--- src/rtl/id_ex_stage.sv ---
// id_ex_stage: ID/EX pipeline register with load-use hazard detection,
// flush/hold control and a saturating count of inserted bubbles.
module id_ex_stage #(
    parameter int XLEN = 32
) (
    input  logic            clk,
    input  logic            rst_n,
    input  logic            id_valid,
    input  logic            reg_write,
    input  logic            mem_write,
    input  logic            mem_read2,
    input  logic [1:0]      rf_sel,
    input  logic [3:0]      alu_fun,
    input  logic            alu_srca,
    input  logic [1:0]      alu_srcb,
    input  logic [XLEN-1:0] id_pc,
    input  logic [XLEN-1:0] id_rs1,
    input  logic [XLEN-1:0] id_rs2,
    input  logic [XLEN-1:0] id_imm,
    input  logic [4:0]      id_rd_addr,
    input  logic [4:0]      id_rs1_addr,
    input  logic [4:0]      id_rs2_addr,
    input  logic            id_uses_rs1,
    input  logic            id_uses_rs2,
    input  logic            flush,
    input  logic            hold,
    output logic            ex_valid,
    output logic            ex_reg_write,
    output logic            ex_mem_write,
    output logic            ex_mem_read2,
    output logic [1:0]      ex_rf_sel,
    output logic [3:0]      ex_alu_fun,
    output logic            ex_alu_srca,
    output logic [1:0]      ex_alu_srcb,
    output logic [XLEN-1:0] ex_pc,
    output logic [XLEN-1:0] ex_rs1,
    output logic [XLEN-1:0] ex_rs2,
    output logic [XLEN-1:0] ex_imm,
    output logic [4:0]      ex_rd_addr,
    output logic [4:0]      ex_rs1_addr,
    output logic [4:0]      ex_rs2_addr,
    output logic            stall_id,
    output logic [15:0]     bubble_cnt
);
    typedef struct packed {
        logic            valid;
        logic            reg_write;
        logic            mem_write;
        logic            mem_read2;
        logic [1:0]      rf_sel;
        logic [3:0]      alu_fun;
        logic            alu_srca;
        logic [1:0]      alu_srcb;
        logic [XLEN-1:0] pc;
        logic [XLEN-1:0] rs1;
        logic [XLEN-1:0] rs2;
        logic [XLEN-1:0] imm;
        logic [4:0]      rd_addr;
        logic [4:0]      rs1_addr;
        logic [4:0]      rs2_addr;
    } ex_t;

    ex_t         ex_q, ex_d, id_in;
    logic [15:0] cnt_q, cnt_d;
    logic        hazard, load_bubble;

    always_comb begin
        id_in = '{valid: 1'b1, reg_write: reg_write, mem_write: mem_write,
                  mem_read2: mem_read2, rf_sel: rf_sel, alu_fun: alu_fun,
                  alu_srca: alu_srca, alu_srcb: alu_srcb, pc: id_pc,
                  rs1: id_rs1, rs2: id_rs2, imm: id_imm, rd_addr: id_rd_addr,
                  rs1_addr: id_rs1_addr, rs2_addr: id_rs2_addr};
        // an invalid decode slot is captured as an all-zero bubble
        if (!id_valid) id_in = '0;
        hazard = ex_q.valid & ex_q.mem_read2 & id_valid & (ex_q.rd_addr != 5'd0) &
                 ((id_uses_rs1 & (id_rs1_addr == ex_q.rd_addr)) |
                  (id_uses_rs2 & (id_rs2_addr == ex_q.rd_addr)));
        load_bubble = flush | (~hold & hazard);
        ex_d = flush ? '0 : hold ? ex_q : hazard ? '0 : id_in;
        cnt_d = (load_bubble && cnt_q != 16'hFFFF) ? cnt_q + 16'd1 : cnt_q;
    end

    always_ff @(posedge clk or negedge rst_n) begin
        if (!rst_n) begin
            ex_q  <= '0;
            cnt_q <= '0;
        end else begin
            ex_q  <= ex_d;
            cnt_q <= cnt_d;
        end
    end

    assign stall_id     = hazard & ~flush & ~hold;
    assign bubble_cnt   = cnt_q;
    assign ex_valid     = ex_q.valid;
    assign ex_reg_write = ex_q.reg_write;
    assign ex_mem_write = ex_q.mem_write;
    assign ex_mem_read2 = ex_q.mem_read2;
    assign ex_rf_sel    = ex_q.rf_sel;
    assign ex_alu_fun   = ex_q.alu_fun;
    assign ex_alu_srca  = ex_q.alu_srca;
    assign ex_alu_srcb  = ex_q.alu_srcb;
    assign ex_pc        = ex_q.pc;
    assign ex_rs1       = ex_q.rs1;
    assign ex_rs2       = ex_q.rs2;
    assign ex_imm       = ex_q.imm;
    assign ex_rd_addr   = ex_q.rd_addr;
    assign ex_rs1_addr  = ex_q.rs1_addr;
    assign ex_rs2_addr  = ex_q.rs2_addr;
endmodule

--- config.mk ---
export PLATFORM = sky130hd
export DESIGN_NAME = id_ex_stage
export DESIGN_NICKNAME = d
export VERILOG_FILES = /design/src/rtl/id_ex_stage.sv
export SDC_FILE = /design/constraint.sdc
export NUM_CORES = 1
export LEC_CHECK = 0
export CORE_AREA = 3 3 128 130
export DETAILED_ROUTE_END_ITERATION = 8
export DIE_AREA = 0 0 131 133
export PLACE_DENSITY = 0.84
export RECOVER_POWER = 100
export SLEW_MARGIN = 20
export SYNTH_ARGS = -nofsm -noshare
export SYNTH_HDL_FRONTEND = slang
export SYNTH_SLANG_ARGS = --single-unit
export TNS_END_PERCENT = 5
--- constraint.sdc ---
create_clock -name clk -period 4.4 [get_ports clk]
set_clock_uncertainty 0.05 [all_clocks]
set_input_delay 0.88 -clock clk [delete_from_list [all_inputs] [get_ports clk]]
set_output_delay 0.88 -clock clk [all_outputs]
set_load 0.02 [all_outputs]
After elaboration in Yosys (flattened, before gate mapping)
Index checks and enable logic that the tools add are counted.

storage, ports and cells
  word-level logic and storage cells = 40
  register bits after elaboration = 172

cells by class
  reduce and logical (&&, ||, !) cells = 2
  add/subtract/negate cells = 1
  mux-type cells = 4
  equal/unequal tests = 4
  bitwise gates (word level) = 13

operators with widths
  kind                                            count
  two-way mux 156 bit                             4
  adder 16 x 1 -> 16 bit (second input constant)  1
  != test 16 bit (second input constant)          1
  == test 5 bit                                   2
  bitwise AND 1 bit                               9
  nonzero test 5 bit                              1
  != test 2 bit (second input constant)           1
  NOT 1 bit                                       2
  bitwise OR 1 bit                                2
  logical AND 1 bit                               1

Depth between registers and ports, before layout
Gate-level depths: netlist of run 1.

  depth after elaboration = 7
  mapped depth = 7
  gate-level depth less buffers = 6

Least setup slack after synthesis of run 1
OpenSTA, ideal clock, no wires.

  path kind = input to output
  from = input port id_rs1_addr[1]
  to = output port stall_id
  stages = 5
  arrival time = 1.983 ns
  slack = 1.487 ns
  data required time = 3.470 ns
  cells stage by stage = xnor2_1 nand4_1 o22ai_4 nand2_1 nor3_1

between the ends
  word-level cells in the longest chain between the ends = 6

ends and longest elaborated chain
  what                             line  source
  from (decl)                      21    input logic [4:0] id_rs1_addr,
  == test 5 bit                    76    ((id_uses_rs1 & (id_rs1_addr == ex_q.rd_addr)) |
  bitwise AND 1 bit                76
  bitwise OR 1 bit                 76
  bitwise AND 1 bit                75    hazard = ex_q.valid & ex_q.mem_read2 & id_valid & (ex_q.rd_addr != 5'd0) &
  bitwise AND 1 bit (2 in series)  93    assign stall_id = hazard & ~flush & ~hold;
  to (decl)                        42    output logic stall_id,

Every way passes these cells.

Final worst setup path of run 1
  from = input port id_rs1_addr[4]
  to = output port stall_id

The elaborated chain is that of the path after synthesis.

==> results.json, run 1 <==
{
  "status": "finished with violations",
  "violations": "capacitance limit, slew limit",
  "worst_r2r_startpoint": "ex_rd_addr[1]",
  "coreArea_um2": 15300,
  "die_x_um": 131,
  "fmax_mhz": 248,
  "root_buffer": "clkbuf_16",
  "slew_headroom_pct": -29.2,
  "grt_max_degree": 93,
  "n_antenna_cell": 0,
  "startpoint": "id_rs1_addr[4]",
  "cts.sinks": 172,
  "insertion_delay_ps": 420,
  "clk_path_buf_depth": 2,
  "cts.repair.resized": 0,
  "cpPeakStageDelay_ps": 700,
  "gr-total-overflow": 0,
  "crit_end": "stall_id",
  "syn_nets": 603,
  "numPortBuffers": 334,
  "synth_top_area_share_pct": 66.1,
  "drc": 0,
  "crit_fanout": 3,
  "cts_tree": "built",
  "synth-seq-area-share_pct": 66.1,
  "routabilityCongestion": 0.798,
  "drive_above_1_share_pct": 5.80,
  "fp.dieH_um": 133,
  "antenna_found_initial": 0,
  "drt_iter0_drc": 217,
  "critPathLaunchType": "input pin",
  "worst-path-buf-inv": 2,
  "crit_path_top_delay_cell": "dlygate4sd3_1",
  "critical-path-top-delay-family": "buffers and inverters",
  "wirelength_mm": 19.7,
  "hold_path.class": "reg2reg",
  "rows": 45,
  "fin_crit_sh_pct": 91.7,
  "yosys_warnings": 0,
  "syn_area_um2": 6510,
  "critPathKind": "in2out",
  "synthTopCellsByArea": "dfrtp_1 (66%), a22o_1 (21%), buf_6 (2.6%)",
  "setup_viol": 0,
  "ioPinCount": 335,
  "maxSlewViolCount": 168,
  "ant_nets": 0,
  "setup_tns_ps": 0,
  "numCtsBuffers": 17,
  "grt_pass1_wl_mm": 29.8,
  "clkTransAtPathRegs_ps": 60,
  "finalCriticalPeriod_ps": 4040,
  "fin_hold_ws_ps": 435,
  "dpl-instance-area_um2": 9930,
  "wl_per_cell_um": 20.0,
  "drt_pass1_iterations": 5,
  "r2r-end": "ex_rs2[25]",
  "ir_drop_v": 0.000244,
  "grt_use_total_pct": 22.1,
  "required_ps": 3470,
  "cts_max_level": 4,
  "synth_seq_cells": 172,
  "reg2reg_depth": 5,
  "fin_ws_ps": 365,
  "crit_path_frequent_cell": "dlygate4sd3_1",
  "fin_area_um2": 10500,
  "cap_violations": 2,
  "syn_inst": 440,
  "synth_top_area_cell": "dfrtp_1",
  "endpoint_kind": "output pin",
  "ys_types": 30,
  "nNetsFinal": 926,
  "hold_buffers": 0,
  "path_cells": "dlygate4sd3_1, xnor2_1, nand4_1, o22ai_4, nand2_1, nor3_1, dlygate4sd3_1",
  "die_area_um2": 17400,
  "pre_cts_slack_ps": 451,
  "path_depth": 7,
  "p_per_area_nw_per_um2": 377,
  "finalHoldViolCount": 0,
  "worst_pin_slew_ps": 1940,
  "syn_to_final_growth_pct": 60.7,
  "vias_per_cell": 5.21,
  "num_vias": 5142,
  "r2r_slack_ps": 1120,
  "grt_pass1_vias": 5378,
  "worstPathArrival_ps": 3110,
  "hpwl_mm": 14.1,
  "cts_setup_buffers": 0,
  "start_util_pct": 42.7,
  "p_leak_nw": 5.10,
  "syn_area_per_cell_um2": 14.8,
  "rsz0062_at_grt": "false"
}
-- kinds of logic after synthesis --
kind of cell / count (synthesis) / synth area share (%)
buffers and inverters: 39 / 4.23
adders and majority gates: 1 / 0.192
and+or+nand+nor: 42 / 3.52
muxes: 2 / 0.346
AOI/OAI and AO/OA: 160 / 22.4
xor gates and xnor gates: 24 / 3.23
DFF: 172 / 66.1
-- placed cells by master (no fill, tap or decap), types with 2 or more instances in the layout --
cell type / count
a22o_1: 154
buf_4: 3
bufinv_16: 2
clkbuf_16: 17
clkbuf_2: 3
clkdlybuf4s50_1: 159
clkinv_4: 4
clkinvlp_4: 3
dfrtp_1: 172
dlygate4sd3_1: 174
inv_1: 3
inv_6: 2
inv_8: 2
mux2_2: 2
nand2_1: 10
nand3_1: 6
nand4_1: 3
nor2_1: 2
nor3_1: 7
nor4_1: 6
nor4b_1: 2
or3_1: 2
xnor2_1: 12
xor2_1: 12
-- synthesized netlist by cell type, drive strengths merged --
cell	number
a211oi	1
a21o	1
a22o	155
a41oi	1
and3	1
and4	1
buf	18
clkbuf	18
dfrtp	172
ha	1
inv	3
mux2	2
nand2	10
nand3	6
nand4	3
nor2	3
nor3	7
nor3b	1
nor4	6
nor4b	2
o22ai	1
o311a	1
or3	2
xnor2	12
xor2	12
-- report_power, final --
| group | switching [W] | total (W) | leakage (nW) | internal, W |
|---|---|---|---|---|
| registers | 0.0000889 | 0.00177 | 2.32 | 0.00168 |
| clock network | 0.000646 | 0.00151 | 0.287 | 0.000865 |
| logic | 0.000329 | 0.000664 | 2.49 | 0.000335 |
-- per-stage QoR --
stage / cells / power (W) / util [%]
3_3_place_gp: 955 / 0.00249 / 65.1
4_1_cts: 987 / 0.00403 / 69.0
3_5_place_dp: 955 / 0.00250 / 65.1
2_1_floorplan: 440 / 0.00207 / -
5_1_grt: 987 / 0.00410 / 68.5
6_report: 987 / 0.00394 / 68.5
-- how the worst min path moves through the flow --
stage,to,cells after the start,start
finish,bubble_cnt[9],1,bubble_cnt[9]
global route,bubble_cnt[9],1,bubble_cnt[9]
CTS,bubble_cnt[11],1,rst_n
detailed placement,bubble_cnt[9],1,bubble_cnt[9]
global placement,bubble_cnt[9],1,bubble_cnt[9]
floorplan,bubble_cnt[0],0,rst_n
-- metal layers --
metal	vias to the layer above	track usage [%]	share of wire, %
met5	-	0	0
met4	0	8.69	2.8
met3	40	6.70	8.8
met2	245	36.4	50
met1	2530	26.9	38
li1	2327	-	-
-- final cells by class --
class                           instances  area [um2]
Timing Repair Buffer                  340        3380
Inverter                                3        11.3
Clock buffer                           18         439
Clock inverter                         14         163
Fill cell                            1038        4800
Tap cell                              211         264
Multi-Input combinational cell        229        1900
Sequential cell                       172        4300
-- state kept, by name, indices dropped and copies added, names as in the netlist --
| register | flops |
|---|---|
| ex_rs2_addr | 5 |
| ex_rs1_addr | 5 |
| bubble_cnt | 16 |
| ex_rs2 | 32 |
| ex_valid | 1 |
| ex_alu_srca | 1 |
| ex_rd_addr | 5 |
| ex_alu_fun | 4 |
| ex_rf_sel | 2 |
| ex_mem_write | 1 |
| ex_imm | 32 |
| ex_rs1 | 32 |
| ex_mem_read2 | 1 |
| ex_alu_srcb | 2 |
| ex_pc | 32 |
| ex_reg_write | 1 |
(Power assumes the default switching activity.)
==> inputs of run 2 (changes only) <==
MAX_ROUTING_LAYER = met4   (was not set)
SLEW_MARGIN = 25   (was 20)
==> run 2 against run 1 <==
The run still ends with capacitance limit, slew limit left. Final cell count did not move. Cell area did not move. Setup slack improved by 1.8 ps. Die area did not move. Combinational power barely moved. Critical path type unchanged. Largest cell class unchanged. Largest power group unchanged.
==> results.json, run 2 (synthesis results as in run 1) <==
{
  "grt_pass1_wl_mm": 29.7,
  "hpwl_mm": 14.1,
  "root_buffer": "clkbuf_16",
  "wirelength_mm": 19.7,
  "rsz0062_at_grt": "false",
  "grt_use_total_pct": 22.7,
  "fin_area_um2": 10500,
  "drc": 0,
  "wl_per_cell_um": 19.9,
  "grt_max_degree": 93,
  "numCtsBuffers": 17,
  "p_per_area_nw_per_um2": 377,
  "drt_pass1_iterations": 6,
  "clkTransAtPathRegs_ps": 60,
  "vias_per_cell": 5.25,
  "syn_to_final_growth_pct": 60.7,
  "hold_buffers": 0,
  "antenna_found_initial": 0,
  "fmax_mhz": 248,
  "setup_tns_ps": 0,
  "fin_crit_sh_pct": 91.7,
  "endpoint_kind": "output pin",
  "dp.cells": 955,
  "drive_above_1_share_pct": 5.80,
  "critPathLaunchType": "input pin",
  "fin_util_pct": 68.5,
  "n_antenna_cell": 0,
  "insertion_delay_ps": 420,
  "layout.area.seq_um2": 4300,
  "reg2reg_depth": 5,
  "grt_pass1_vias": 5394,
  "cts_tree": "built",
  "die_area_um2": 17400,
  "nNetsFinal": 926,
  "ir_drop_v": 0.000242,
  "maxSlewViolCount": 168,
  "fin_hold_ws_ps": 436,
  "gr-total-overflow": 0,
  "violations": "capacitance limit, slew limit",
  "routabilityCongestion": 0.809,
  "clk_path_buf_depth": 2,
  "critPathKind": "in2out",
  "fin_cells": 987,
  "layout_common_cells": "dlygate4sd3_1 (174), dfrtp_1 (172), clkdlybuf4s50_1 (159)",
  "worstPathArrival_ps": 3100,
  "num_vias": 5180,
  "ant_nets": 0,
  "final_common_cell": "dlygate4sd3_1",
  "cts_setup_buffers": 0,
  "required_ps": 3470,
  "cts_max_level": 4,
  "setup_viol": 0,
  "numPortBuffers": 334,
  "dpl-instance-area_um2": 9930,
  "finalCriticalPeriod_ps": 4030,
  "hold_path.class": "reg2reg",
  "cts.sinks": 172,
  "crit_fanout": 3,
  "fillCellCount": 1038,
  "slew_headroom_pct": -30.0,
  "worst_pin_slew_ps": 1950,
  "die_x_um": 131,
  "finalHoldViolCount": 0,
  "status": "finished with violations",
  "p_leak_nw": 5.10,
  "ioPinCount": 335,
  "holdPathStages": 1,
  "cts.repair.resized": 0,
  "drt_iter0_drc": 238,
  "rows": 45,
  "coreArea_um2": 15300,
  "start_util_pct": 42.7,
  "fp.dieH_um": 133,
  "cap_violations": 2,
  "multi_input_comb_area_um2": 1900
}
-- run 2: cell counts in the layout (fill, tap and decap cells not counted) --
No cell type changed its count.
-- run 2: worst paths after layout --
kind	startpoint	to	slack, ps
max in group asynchronous	rst_n	ex_rs2_addr[4]	1080
min in group asynchronous	rst_n	bubble_cnt[11]	910
hold reg to reg	bubble_cnt[9]	bubble_cnt[9]	440
setup / recovery	id_rs1_addr[4]	stall_id	370
setup reg to reg	ex_rd_addr[1]	ex_rs2[25]	1110
hold / removal	bubble_cnt[9]	bubble_cnt[9]	440
-- run 2: worst max-delay path: stages --
cell,delay [ps]
dlygate4sd3_1,630
xnor2_1,210
nand4_1,180
o22ai_4,240
nand2_1,80
nor3_1,180
dlygate4sd3_1,700
-- run 2: per-stage QoR --
stage / total power, W / setup slack, ps
2_1_floorplan: 0.00207 / 1490
3_3_place_gp: 0.00249 / 436
5_1_grt: 0.00410 / 249
4_1_cts: 0.00403 / 429
6_report: 0.00394 / 367
3_5_place_dp: 0.00250 / 451
-- run 2: area by class of cell --
class | instances | share of cell area [%]
Timing Repair Buffer | 340 | 32.3
Multi-Input combinational cell | 229 | 18.2
Sequential cell | 172 | 41.2
Tap cell | 211 | 2.52
Clock buffer | 18 | 4.20
Inverter | 3 | 0.108
Clock inverter | 14 | 1.56
-- run 2: power breakdown --
part           switching (W)  total [W]  leakage, nW  internal (W)
sequential         0.0000890    0.00177         2.32       0.00168
clock               0.000647    0.00151        0.287      0.000865
combinational       0.000329   0.000664         2.49      0.000335
total                0.00106    0.00394         5.10       0.00288
-- run 2: routing by layer --
metal  vias to the layer above  GRT usage [%]  wire length [um]
li1                       2327              -                 -
met1                      2574           27.4              7570
met2                       243           36.3              9970
met3                        36           6.06              1600
met4                         0           8.69               535
met5                         -              -                 0
